`src/rtl/hc595_display_monitor_pkg.sv`:
```
// Shared constants and types for the 74HC595 display-link monitor.
// Holds the display-code values, the digit count and the shift FSM states.
package hc595_display_monitor_pkg;

  localparam int SEG_W      = 5;
  localparam int NUM_DIGITS = 8;
  localparam int DIG_IDX_W  = $clog2(NUM_DIGITS);

  localparam logic [SEG_W-1:0] SEG_CODE_BLANK = 5'd16;
  localparam logic [SEG_W-1:0] SEG_CODE_MINUS = 5'd17;
  localparam logic [SEG_W-1:0] SEG_CODE_UNK   = 5'd31;

  typedef enum logic [1:0] {
    S_IDLE  = 2'd0,
    S_SHIFT = 2'd1,
    S_FULL  = 2'd2
  } shift_state_t;

endpackage

```
`src/rtl/hc595_display_monitor_seg7_pattern_decode.sv`:
```
// Maps a lit-segment pattern {g,f,e,d,c,b,a} (1 = lit) back to a display code.
// Hex font with lower-case b/d; blank, minus and unknown get reserved codes.
module hc595_display_monitor_seg7_pattern_decode
  import hc595_display_monitor_pkg::*;
(
  input  logic [6:0]       pattern,
  output logic [SEG_W-1:0] code
);

  always_comb begin
    code = SEG_CODE_UNK;
    case (pattern)
      7'h3F: code = 5'd0;
      7'h06: code = 5'd1;
      7'h5B: code = 5'd2;
      7'h4F: code = 5'd3;
      7'h66: code = 5'd4;
      7'h6D: code = 5'd5;
      7'h7D: code = 5'd6;
      7'h07: code = 5'd7;
      7'h7F: code = 5'd8;
      7'h6F: code = 5'd9;
      7'h77: code = 5'd10;
      7'h7C: code = 5'd11;
      7'h39: code = 5'd12;
      7'h5E: code = 5'd13;
      7'h79: code = 5'd14;
      7'h71: code = 5'd15;
      7'h00: code = SEG_CODE_BLANK;
      7'h40: code = SEG_CODE_MINUS;
      default: code = SEG_CODE_UNK;
    endcase
  end

endmodule

```
`src/rtl/hc595_display_monitor.sv`:
```
// Snoops the 74HC595 display link, rebuilds each latched frame and keeps a
// per-digit decoded code/dot buffer that falls back to blank when not refreshed.
module hc595_display_monitor
  import hc595_display_monitor_pkg::*;
#(
  parameter int FRAME_BITS   = 16,
  parameter bit SEG_ACT_LOW  = 1'b1,
  parameter bit DIG_ACT_LOW  = 1'b1,
  parameter int STALE_CYCLES = 60000
) (
  input  logic                          clk,
  input  logic                          rst_n,
  input  logic                          sclk_in,
  input  logic                          sdio_in,
  input  logic                          rclk_in,
  output logic [NUM_DIGITS*SEG_W-1:0]   digit_code,
  output logic [NUM_DIGITS-1:0]         digit_dot,
  output logic [NUM_DIGITS-1:0]         digit_alive,
  output logic                          frame_upd,
  output logic                          frame_err
);

  localparam int CNT_W = $clog2(FRAME_BITS + 2);
  localparam int ST_W  = $clog2(STALE_CYCLES + 1);
  localparam logic [CNT_W-1:0] CNT_FULL  = CNT_W'(FRAME_BITS);
  localparam logic [CNT_W-1:0] CNT_SAT   = CNT_W'(FRAME_BITS + 1);
  localparam logic [ST_W-1:0]  STALE_MAX = ST_W'(STALE_CYCLES);
  localparam logic [ST_W-1:0]  STALE_PRE = ST_W'(STALE_CYCLES - 1);

  logic [2:0]            sclk_sync;
  logic [2:0]            rclk_sync;
  logic [1:0]            sdio_sync;
  logic                  sclk_rise;
  logic                  rclk_rise;

  shift_state_t          state;
  logic [FRAME_BITS-1:0] shreg;
  logic [FRAME_BITS-1:0] shreg_nx;
  logic [CNT_W-1:0]      bit_cnt;
  logic [CNT_W-1:0]      cnt_nx;

  logic                  lat_vld;
  logic                  lat_ok;
  logic [FRAME_BITS-1:0] lat_frame;

  logic [NUM_DIGITS-1:0] dig_sel;
  logic [7:0]            seg_bits;
  logic                  sel_multi;
  logic                  wr_en;
  logic [DIG_IDX_W-1:0]  wr_idx;
  logic [SEG_W-1:0]      dec_code;

  logic [NUM_DIGITS-1:0][SEG_W-1:0] code_q;
  logic [ST_W-1:0]                  stale_cnt [NUM_DIGITS];

  // Two flops resolve metastability; the third gives the previous level for edges.
  always_ff @(posedge clk or negedge rst_n) begin
    if (!rst_n) begin
      sclk_sync <= '0;
      rclk_sync <= '0;
      sdio_sync <= '0;
    end else begin
      sclk_sync <= {sclk_sync[1:0], sclk_in};
      rclk_sync <= {rclk_sync[1:0], rclk_in};
      sdio_sync <= {sdio_sync[0], sdio_in};
    end
  end

  assign sclk_rise = sclk_sync[1] & ~sclk_sync[2];
  assign rclk_rise = rclk_sync[1] & ~rclk_sync[2];

  always_comb begin
    shreg_nx = shreg;
    cnt_nx   = bit_cnt;
    if (sclk_rise) begin
      shreg_nx = {shreg[FRAME_BITS-2:0], sdio_sync[1]};
      if (bit_cnt != CNT_SAT) cnt_nx = bit_cnt + 1'b1;
    end
  end

  // A latch in the same cycle as a shift sees the post-shift register and count.
  always_ff @(posedge clk or negedge rst_n) begin
    if (!rst_n) begin
      state   <= S_IDLE;
      shreg   <= '0;
      bit_cnt <= '0;
    end else begin
      shreg <= shreg_nx;
      if (rclk_rise) begin
        state   <= S_IDLE;
        bit_cnt <= '0;
      end else begin
        bit_cnt <= cnt_nx;
        case (state)
          S_IDLE:  if (sclk_rise) state <= (cnt_nx >= CNT_FULL) ? S_FULL : S_SHIFT;
          S_SHIFT: if (cnt_nx >= CNT_FULL) state <= S_FULL;
          S_FULL:  state <= S_FULL;
          default: state <= S_IDLE;
        endcase
      end
    end
  end

  always_ff @(posedge clk or negedge rst_n) begin
    if (!rst_n) begin
      lat_vld   <= 1'b0;
      lat_ok    <= 1'b0;
      lat_frame <= '0;
    end else begin
      lat_vld <= rclk_rise;
      if (rclk_rise) begin
        lat_ok    <= (cnt_nx == CNT_FULL);
        lat_frame <= shreg_nx;
      end
    end
  end

  always_comb begin
    dig_sel   = DIG_ACT_LOW ? ~lat_frame[FRAME_BITS-1 -: NUM_DIGITS]
                            :  lat_frame[FRAME_BITS-1 -: NUM_DIGITS];
    seg_bits  = SEG_ACT_LOW ? ~lat_frame[7:0] : lat_frame[7:0];
    sel_multi = |(dig_sel & (dig_sel - 1'b1));
    wr_idx    = '0;
    for (int k = 0; k < NUM_DIGITS; k++) begin
      if (dig_sel[k]) wr_idx = DIG_IDX_W'(k);
    end
    wr_en = lat_vld & lat_ok & (dig_sel != '0) & ~sel_multi;
  end

  hc595_display_monitor_seg7_pattern_decode u_decode (
    .pattern (seg_bits[6:0]),
    .code    (dec_code)
  );

  // A digit with no write for STALE_CYCLES cycles is blanked until refreshed.
  always_ff @(posedge clk or negedge rst_n) begin
    if (!rst_n) begin
      frame_upd   <= 1'b0;
      frame_err   <= 1'b0;
      code_q      <= {NUM_DIGITS{SEG_CODE_BLANK}};
      digit_dot   <= '0;
      digit_alive <= '0;
      for (int k = 0; k < NUM_DIGITS; k++) stale_cnt[k] <= '0;
    end else begin
      frame_upd <= wr_en;
      frame_err <= lat_vld & (~lat_ok | sel_multi);
      for (int k = 0; k < NUM_DIGITS; k++) begin
        if (wr_en && (wr_idx == DIG_IDX_W'(k))) begin
          code_q[k]      <= dec_code;
          digit_dot[k]   <= seg_bits[7];
          digit_alive[k] <= 1'b1;
          stale_cnt[k]   <= '0;
        end else if (stale_cnt[k] != STALE_MAX) begin
          stale_cnt[k] <= stale_cnt[k] + 1'b1;
          if (stale_cnt[k] == STALE_PRE) begin
            digit_alive[k] <= 1'b0;
            code_q[k]      <= SEG_CODE_BLANK;
            digit_dot[k]   <= 1'b0;
          end
        end
      end
    end
  end

  assign digit_code = code_q;

endmodule
```
`config.mk`:
```
export PLATFORM = sky130hd
export DESIGN_NAME = hc595_display_monitor
export DESIGN_NICKNAME = d
export VERILOG_FILES = /design/src/rtl/hc595_display_monitor_pkg.sv /design/src/rtl/hc595_display_monitor_seg7_pattern_decode.sv /design/src/rtl/hc595_display_monitor.sv
export SDC_FILE = /design/constraint.sdc
export NUM_CORES = 1
export LEC_CHECK = 0
export ABC_AREA = 1
export CORE_MARGIN = 3
export CORE_UTILIZATION = 26
export CTS_CLUSTER_SIZE = 12
export DETAILED_ROUTE_END_ITERATION = 8
export DONT_BUFFER_PORTS = 1
export SLEW_MARGIN = 20
export SYNTH_ARGS = -nofsm -noshare
export SYNTH_HDL_FRONTEND = slang
export SYNTH_SLANG_ARGS = --single-unit
```
`constraint.sdc`:
```
create_clock -name clk -period 2.1 [get_ports clk]
set_clock_uncertainty 0.05 [all_clocks]
set_input_delay 0.525 -clock clk [delete_from_list [all_inputs] [get_ports clk]]
set_output_delay 0.525 -clock clk [all_outputs]
set_load 0.02 [all_outputs]
```
# Word-level counts from Yosys, hierarchy flattened
# Index checks and enable logic that the tools add are counted.
# W data, S select, Z words.
totals:
  reg_bits: 233
  output_inout_bits: 58
  wordCells: 228
  in_bits: 5
classes:
  n_bitwise: 14
  n_reduce_logical: 36
  n_mux: 84
  addsub: 10
  eq_ne: 42
ops:
  columns: ["operator", "count"]
  rows:
  - ["$mux W16", 17]
  - ["$mux W5", 27]
  - ["$add A16 B1 Y16 const B", 8]
  - ["$eq A16 B16 Y1 const B", 8]
  - ["$ne A16 B16 Y1 const B", 8]
  - ["$eq A7 B7 Y1 const B", 13]
  - ["$pmux W5 S18", 1]
  - ["$mux W1", 33]
  - ["$reduce_bool A2 Y1", 16]
  - ["$mux W3", 6]
  - ["$not A8 Y8", 2]
  - ["$reduce_and A2 Y1", 8]
  - ["$eq A7 B3 Y1 const B", 2]
  - ["$eq A7 B6 Y1 const B", 2]
  - ["$eq A3 B3 Y1 const B", 4]
  - ["$and A8 B8 Y8", 1]
  - ["$logic_and A1 B1 Y1", 8]
  - ["$reduce_bool A8 Y1", 1]
  - ["$reduce_or A8 Y1", 1]
  - ["$sub A8 B1 Y8 const B", 1]
  - ["$logic_not A7 Y1", 1]
  - ["$and A1 B1 Y1", 6]
  - ["$eq A3 B2 Y1 const B", 2]
  - ["$add A5 B1 Y5 const B", 1]
  - ["other kinds (6)", 9]

# Logic depth before layout (Yosys ltp)
logic_depth:
  ltp_word: 12
  ltp_mapped: 13
  ltp_nobuf: 13

# Hierarchy
# A second synthesis with hierarchy kept.
hier_totals:
  hier_cells: 1508
  area_unflattened_um2: 11760.0
by_module_without_submodules:
  columns: ["module", "cells_per_inst", "area_per_inst_um2", "instances"]
  rows:
  - ["hc595_display_monitor", 1428, 11408.4, 1]
  - ["hc595_display_monitor_seg7_pattern_decode", 80, 351.6, 1]

# Worst setup path after synthesis
# No wires, ideal clock.
synth_timing:
  kind: "reg2reg"
  start: "reg lat_frame[15]"
  end: "reg code_q (netlist bit digit_code[35])"
  path_buffers: 3
  setup_slack_ns: 0.356
  stages_incl_launch_ff: 12
  t_arrival_ns: 1.577
  required_time_ns: 1.933
  period_less_slack_ns: 1.744
  cell_sequence: "dfrtp_1 -> buf_4 -> nand2_4 -> nor2_8 -> a21oi_4 -> nand3_4 -> buf_6 -> nor2_8 -> inv_2 -> buf_6 -> nand3_1 -> nand2_1"
synth_between:
  elab_chain_len: 9
  elab_cells_between_ends: 15
synth_rtl:
  columns: ["item", "line", "source"]
  rows:
  - ["start, declared", "hc595_display_monitor.sv:44", "logic [FRAME_BITS-1:0] lat_frame;"]
  - ["start signal, assigned", "hc595_display_monitor.sv:113", "lat_frame <= shreg_nx;"]
  - ["$not A8 Y8 *", "hc595_display_monitor.sv:119", "dig_sel = DIG_ACT_LOW ? ~lat_frame[FRAME_BITS-1 -: NUM_DIGITS]"]
  - ["$sub A8 B1 Y8", "hc595_display_monitor.sv:122", "sel_multi = |(dig_sel & (dig_sel - 1'b1));"]
  - ["$and A8 B8 Y8", "hc595_display_monitor.sv:122", null]
  - ["$reduce_or A8 Y1", "hc595_display_monitor.sv:122", null]
  - ["$not A1 Y1", "hc595_display_monitor.sv:127", "wr_en = lat_vld & lat_ok & (dig_sel != '0) & ~sel_multi;"]
  - ["$and A1 B1 Y1", "hc595_display_monitor.sv:127", null]
  - ["$logic_and A1 B1 Y1 *", "hc595_display_monitor.sv:148", "if (wr_en && (wr_idx == DIG_IDX_W'(k))) begin"]
  - ["$reduce_bool A2 Y1 (no source line)", null, null]
  - ["$reduce_and A2 Y1 (no source line)", null, null]
  - ["end signal, assigned", "hc595_display_monitor.sv:140", "code_q <= {NUM_DIGITS{SEG_CODE_BLANK}};"]
  - ["end signal, assigned by index", "hc595_display_monitor.sv:149", "code_q[k] <= dec_code;"]
  - ["end, declared", "hc595_display_monitor.sv:53", "logic [NUM_DIGITS-1:0][SEG_W-1:0] code_q;"]
# Every way passes the cells marked *; elsewhere a longest branch is shown, timed or not.
# A chain may end at the register's enable or synchronous reset.

# Worst setup path in the final report
layout_timing:
  start: "reg lat_frame[12]"
  end: "reg code_q (netlist bit digit_code[28])"
layout_between:
  elab_chain_len: 9
  elab_cells_between_ends: 18
layout_rtl:
  columns: ["item", "line"]
  rows:
  - ["$not A8 Y8 *", "hc595_display_monitor.sv:119"]
  - ["$sub A8 B1 Y8 / $mux W3 (equally long branches)", "hc595_display_monitor.sv:122, hc595_display_monitor.sv:125"]
  - ["$and A8 B8 Y8 / $mux W3 (equally long branches)", "hc595_display_monitor.sv:122, hc595_display_monitor.sv:125"]
  - ["$reduce_or A8 Y1 / $mux W3 (equally long branches)", "hc595_display_monitor.sv:122, hc595_display_monitor.sv:125"]
  - ["$not A1 Y1 / $mux W3 (equally long branches)", "hc595_display_monitor.sv:127, hc595_display_monitor.sv:125"]
  - ["$and A1 B1 Y1 / $eq A3 B3 Y1 (equally long branches)", "hc595_display_monitor.sv:127, hc595_display_monitor.sv:148"]
  - ["$logic_and A1 B1 Y1 *", "hc595_display_monitor.sv:148"]
  - ["$reduce_bool A2 Y1 (no source line)", null]
  - ["$reduce_and A2 Y1 (no source line)", null]
# Marks and branches as above.

==> run_summary.xml <==
<?xml version="1.0" encoding="UTF-8"?>
<metrics>
  <group name="outcome">
    <metric name="run_status" unit="">complete, but fails checks</metric>
    <metric name="violations" unit="">hold timing</metric>
  </group>
  <group name="sta">
    <metric name="worst_max_slew_pin_slew" unit="ps">678.6</metric>
    <metric name="final_period_minus_worst_setup_slack" unit="ps">1916</metric>
    <metric name="grt_setup_unrepaired" unit="">true</metric>
    <metric name="period_share" unit="%">91.26</metric>
    <metric name="setup-violations-final" unit="">0</metric>
    <metric name="final_worst_hold_slack" unit="ps">-345.8</metric>
    <metric name="finalHoldViolations" unit="">227</metric>
    <metric name="clock.fmax" unit="MHz">521.8</metric>
    <metric name="timing.final.max_slew_violations" unit="">0</metric>
    <metric name="max-slew-margin-rel" unit="%">54.76</metric>
  </group>
  <group name="global_route">
    <metric name="grt_first_pass_wirelength" unit="um">45830</metric>
    <metric name="overflow" unit="">0</metric>
    <metric name="grt_antenna_before_repair" unit="">0</metric>
    <metric name="grt_pass1_vias" unit="">9390</metric>
    <metric name="groute.usage.overall" unit="%">11.46</metric>
    <metric name="grt_max_degree" unit="">234</metric>
  </group>
  <group name="setup_path">
    <metric name="setup.worst_path.end_class" unit="">flip-flop</metric>
    <metric name="cp.required" unit="ps">2530</metric>
    <metric name="crit_path_start_kind" unit="">flip-flop</metric>
    <metric name="worst-endpoint-arrival" unit="ps">2350</metric>
    <metric name="crit_path_max_fanout" unit="">8</metric>
    <metric name="timing.reg2reg.setup_slack" unit="ps">180</metric>
    <metric name="worst-setup-path-type" unit="">reg -&gt; reg</metric>
  </group>
  <group name="floorplanning">
    <metric name="design.core.area" unit="mm2">0.04461</metric>
    <metric name="die_height" unit="um">219.4</metric>
    <metric name="start_util" unit="%">26.54</metric>
    <metric name="design.die.area" unit="mm2">0.04813</metric>
    <metric name="rows" unit="">77</metric>
    <metric name="top_level_pins" unit="">63</metric>
    <metric name="die_extent_in_x" unit="um">219.4</metric>
  </group>
  <group name="routing">
    <metric name="post-route-drc-count" unit="">0</metric>
    <metric name="maxUsedRoutingLayer" unit="">met4</metric>
    <metric name="wire_per_inst" unit="um">12.76</metric>
    <metric name="routed_vias" unit="">9568</metric>
    <metric name="drt_iter0_drc" unit="">718</metric>
    <metric name="drt_wl_total" unit="um">27670</metric>
    <metric name="antenna_violation_net_count_after_detailed_routing" unit="">0</metric>
    <metric name="avgViaCountPerCell" unit="">4.413</metric>
    <metric name="detailroute.wirelength.met3" unit="um">1539</metric>
    <metric name="routedLengthMet1" unit="um">12380</metric>
    <metric name="number_of_iterations_in_the_first_detailed_routing_pass" unit="">6</metric>
    <metric name="wl_met2" unit="um">12900</metric>
  </group>
  <group name="synth">
    <metric name="synthesis.area_per_instance" unit="um2">7.850</metric>
    <metric name="ys_ff_latch" unit="">233</metric>
    <metric name="synth_seq_area_share" unit="%">49.34</metric>
    <metric name="syn-num-nets" unit="">1531</metric>
    <metric name="post_synth_instance_area" unit="mm2">0.01184</metric>
    <metric name="yosys_warnings" unit="">0</metric>
    <metric name="syn-instance-count" unit="">1508</metric>
    <metric name="synth_cell_type_count" unit="">40</metric>
  </group>
  <group name="finish">
    <metric name="final-seq-area" unit="mm2">0.005841</metric>
    <metric name="insertedDiodeCount" unit="">0</metric>
    <metric name="drive_gt1_share" unit="%">8.820</metric>
    <metric name="syn_to_final_growth" unit="%">16.31</metric>
    <metric name="final_core_utilization" unit="%">30.87</metric>
    <metric name="stdcell_count" unit="">2168</metric>
    <metric name="multi_input_area" unit="mm2">0.004955</metric>
    <metric name="finalInstanceArea" unit="mm2">0.01377</metric>
    <metric name="design.final.nets" unit="">1578</metric>
    <metric name="nFillCells" unit="">4693</metric>
  </group>
  <group name="power_and_ir_drop">
    <metric name="net_sw_share" unit="%">25.08</metric>
    <metric name="sequential_share_of_power" unit="%">44.3</metric>
    <metric name="power.net_switching" unit="W">0.002689</metric>
    <metric name="cellPowerDensity" unit="mW/mm2">778.8</metric>
    <metric name="ir_worst_vdd" unit="V">0.0005728</metric>
    <metric name="internal_power" unit="W">0.008033</metric>
    <metric name="p_clk_share" unit="%">46.9</metric>
    <metric name="share_comb_of_total_power" unit="%">8.8</metric>
    <metric name="power_leakage" unit="nW">7.139</metric>
  </group>
  <group name="placement">
    <metric name="io_buffers" unit="">0</metric>
    <metric name="globalplace.congestion" unit="">0.8468</metric>
    <metric name="dp_cells" unit="">2112</metric>
    <metric name="place.detailed.hpwl" unit="um">19770</metric>
    <metric name="placement.cell_area" unit="mm2">0.01270</metric>
  </group>
  <group name="clocking">
    <metric name="tritoncts_num_sinks" unit="">233</metric>
    <metric name="numCtsBuffers" unit="">28</metric>
    <metric name="cts_tree" unit="">built</metric>
    <metric name="cts_root_buffer" unit="">sky130_fd_sc_hd__clkbuf_16</metric>
    <metric name="cts-root-to-sink-buffers" unit="">3</metric>
    <metric name="cts.reportedPaths.clkPinSlew" unit="ps">60</metric>
    <metric name="clock_tree.htree_level_count" unit="">1</metric>
    <metric name="worst_skew_pair.late_latency" unit="ps">540</metric>
    <metric name="ctsHoldBuffers" unit="">3</metric>
  </group>
  <group name="flow_run">
    <metric name="maxCapViolations" unit="">0</metric>
  </group>
  <group name="hold_path">
    <metric name="worst_hold_path_type" unit="">in -&gt; async</metric>
  </group>
</metrics>
## layout make-up
cell class	instances	area share [%]
inverter	248	6.798
multi-input combinational	1003	35.99
clock buffer	39	5.971
timing repair buffer	41	2.290
sequential	233	42.42
clock inverter	12	1.154
tap	592	5.380
## kinds of logic (layout without fill, tap and decap cells)
kind of cell / count (synthesis) / after routing / share of synthesized area, %
AND/OR/NAND/NOR: 856 / 856 / 32.49
flip-flops: 233 / 233 / 49.34
buffers and inverters: 272 / 340 / 9.100
AO/OA/AOI/OAI: 90 / 90 / 4.281
adder cells (fa/ha/maj): 18 / 18 / 1.903
XOR/XNOR: 39 / 39 / 2.885
## per-stage QoR
stage	worst slack (ps)	TNS (ps)	power (W)
after floorplan	356.0	0	0.005257
after global placement	179.9	0	0.005734
after detailed placement	152.4	0	0.005746
after CTS	104.0	0	0.01089
after global routing	-21.46	-53.98	0.01118
final	183.5	0	0.01072
## worst paths after layout
check                                    from              to  cells past startpoint
worst max-delay path            lat_frame[12]  digit_code[28]                      9
worst min-delay path                    rst_n    sdio_sync[0]                      0
worst max register to register  lat_frame[12]  digit_code[28]                      9
worst min register to register   rclk_sync[0]    rclk_sync[1]                      0
max in group asynchronous               rst_n   stale_cnt[64]                      0
min in group clk                 rclk_sync[0]    rclk_sync[1]                      0
## synth_stat cells (all sizes together)
cell / number / share of area, %
a21o: 1 / 0.063
a21oi: 19 / 0.90
a31o: 1 / 0.074
a31oi: 4 / 0.21
buf: 16 / 0.98
clkbuf: 8 / 0.25
clkinv: 1 / 0.032
dfrtp: 225 / 48
dfstp: 8 / 1.8
ha: 18 / 1.9
inv: 247 / 7.8
nand2: 402 / 13
nand3: 161 / 7.0
nand3b: 8 / 0.51
nand4: 43 / 2.3
nor2: 162 / 5.9
nor3: 37 / 1.7
nor3b: 7 / 0.44
nor4: 24 / 1.3
o211ai: 5 / 0.32
o21ai: 52 / 2.2
o21bai: 4 / 0.25
o221ai: 1 / 0.074
o31ai: 3 / 0.19
or2: 12 / 0.63
xnor2: 4 / 0.30
xor2: 35 / 2.6
## cell usage in the layout, fill, tap and decap left out, types with 3 or more instances in the layout
cell / Yosys / final
sky130_fd_sc_hd__clkbuf_1: 8 / 3
sky130_fd_sc_hd__xor2_1: 35 / 35
sky130_fd_sc_hd__clkbuf_8: 0 / 8
sky130_fd_sc_hd__dfstp_2: 8 / 8
sky130_fd_sc_hd__dfrtp_1: 225 / 225
sky130_fd_sc_hd__nand3b_1: 8 / 8
sky130_fd_sc_hd__or2_2: 12 / 12
sky130_fd_sc_hd__nor2_4: 6 / 9
sky130_fd_sc_hd__o21bai_1: 4 / 4
sky130_fd_sc_hd__o21ai_0: 49 / 49
sky130_fd_sc_hd__clkinv_2: 0 / 4
sky130_fd_sc_hd__o21ai_1: 3 / 3
sky130_fd_sc_hd__buf_4: 2 / 38
sky130_fd_sc_hd__inv_1: 242 / 242
sky130_fd_sc_hd__xnor2_1: 4 / 4
sky130_fd_sc_hd__bufinv_16: 0 / 3
sky130_fd_sc_hd__a31oi_1: 4 / 4
sky130_fd_sc_hd__nor2_2: 6 / 8
sky130_fd_sc_hd__nor4_1: 24 / 24
sky130_fd_sc_hd__ha_1: 18 / 18
sky130_fd_sc_hd__inv_2: 5 / 3
sky130_fd_sc_hd__nand4_1: 43 / 43
sky130_fd_sc_hd__dlygate4sd3_1: 0 / 3
sky130_fd_sc_hd__nand3_1: 159 / 159
sky130_fd_sc_hd__nand2_1: 400 / 399
sky130_fd_sc_hd__a21oi_1: 18 / 18
sky130_fd_sc_hd__nor3_1: 36 / 35
sky130_fd_sc_hd__nor3b_1: 7 / 7
sky130_fd_sc_hd__nor2_1: 148 / 143
sky130_fd_sc_hd__o31ai_1: 3 / 3
sky130_fd_sc_hd__clkbuf_16: 0 / 28
sky130_fd_sc_hd__o211ai_1: 5 / 5
## power by group through the flow
| stage | clock network [W] | logic, W | registers [W] |
|---|---|---|---|
| after floorplan | 0 | 0.000470 | 0.00479 |
| after global placement | 0 | 0.000913 | 0.00482 |
| after detailed placement | 0 | 0.000920 | 0.00483 |
| after CTS | 0.00521 | 0.000932 | 0.00475 |
| after global routing | 0.00539 | 0.00102 | 0.00477 |
| final | 0.00503 | 0.000943 | 0.00475 |
## flip-flops by register name (all words and copies together), names as in the netlist
signal and count:
rclk_sync 3, digit_code 40, lat_frame 16, digit_alive 8
sclk_sync 3, lat_vld 1, shreg 16, frame_err 1
digit_dot 8, bit_cnt 5, lat_ok 1, sdio_sync 2
frame_upd 1, stale_cnt 128
## critical path, cell delays in order, from the launching register on
cell	delay, ps
sky130_fd_sc_hd__dfrtp_1	400
sky130_fd_sc_hd__nand2_1	180
sky130_fd_sc_hd__nor2_8	60
sky130_fd_sc_hd__a21oi_4	250
sky130_fd_sc_hd__nand3_4	200
sky130_fd_sc_hd__buf_4	220
sky130_fd_sc_hd__nor2_2	200
sky130_fd_sc_hd__buf_4	170
sky130_fd_sc_hd__nand2_1	50
sky130_fd_sc_hd__nand2_1	70
## repair_timing
| action | in CTS | in global routing |
|---|---|---|
| setup endpoints to repair | 0 | 26 |
| endpoints found under the hold margin | 236 | 233 |
| resized for setup | 0 | 12 |
| buffers inserted | 0 | 2 |
## routing by layer
| layer | vias to the layer above | GRT usage, % |
|---|---|---|
| li1 | 4878 | - |
| met1 | 4472 | 14.31 |
| met2 | 172 | 19.54 |
| met3 | 46 | 2.631 |
| met4 | 0 | 3.759 |
| met5 | - | 0 |
Power figures use the tool's default switching activity.
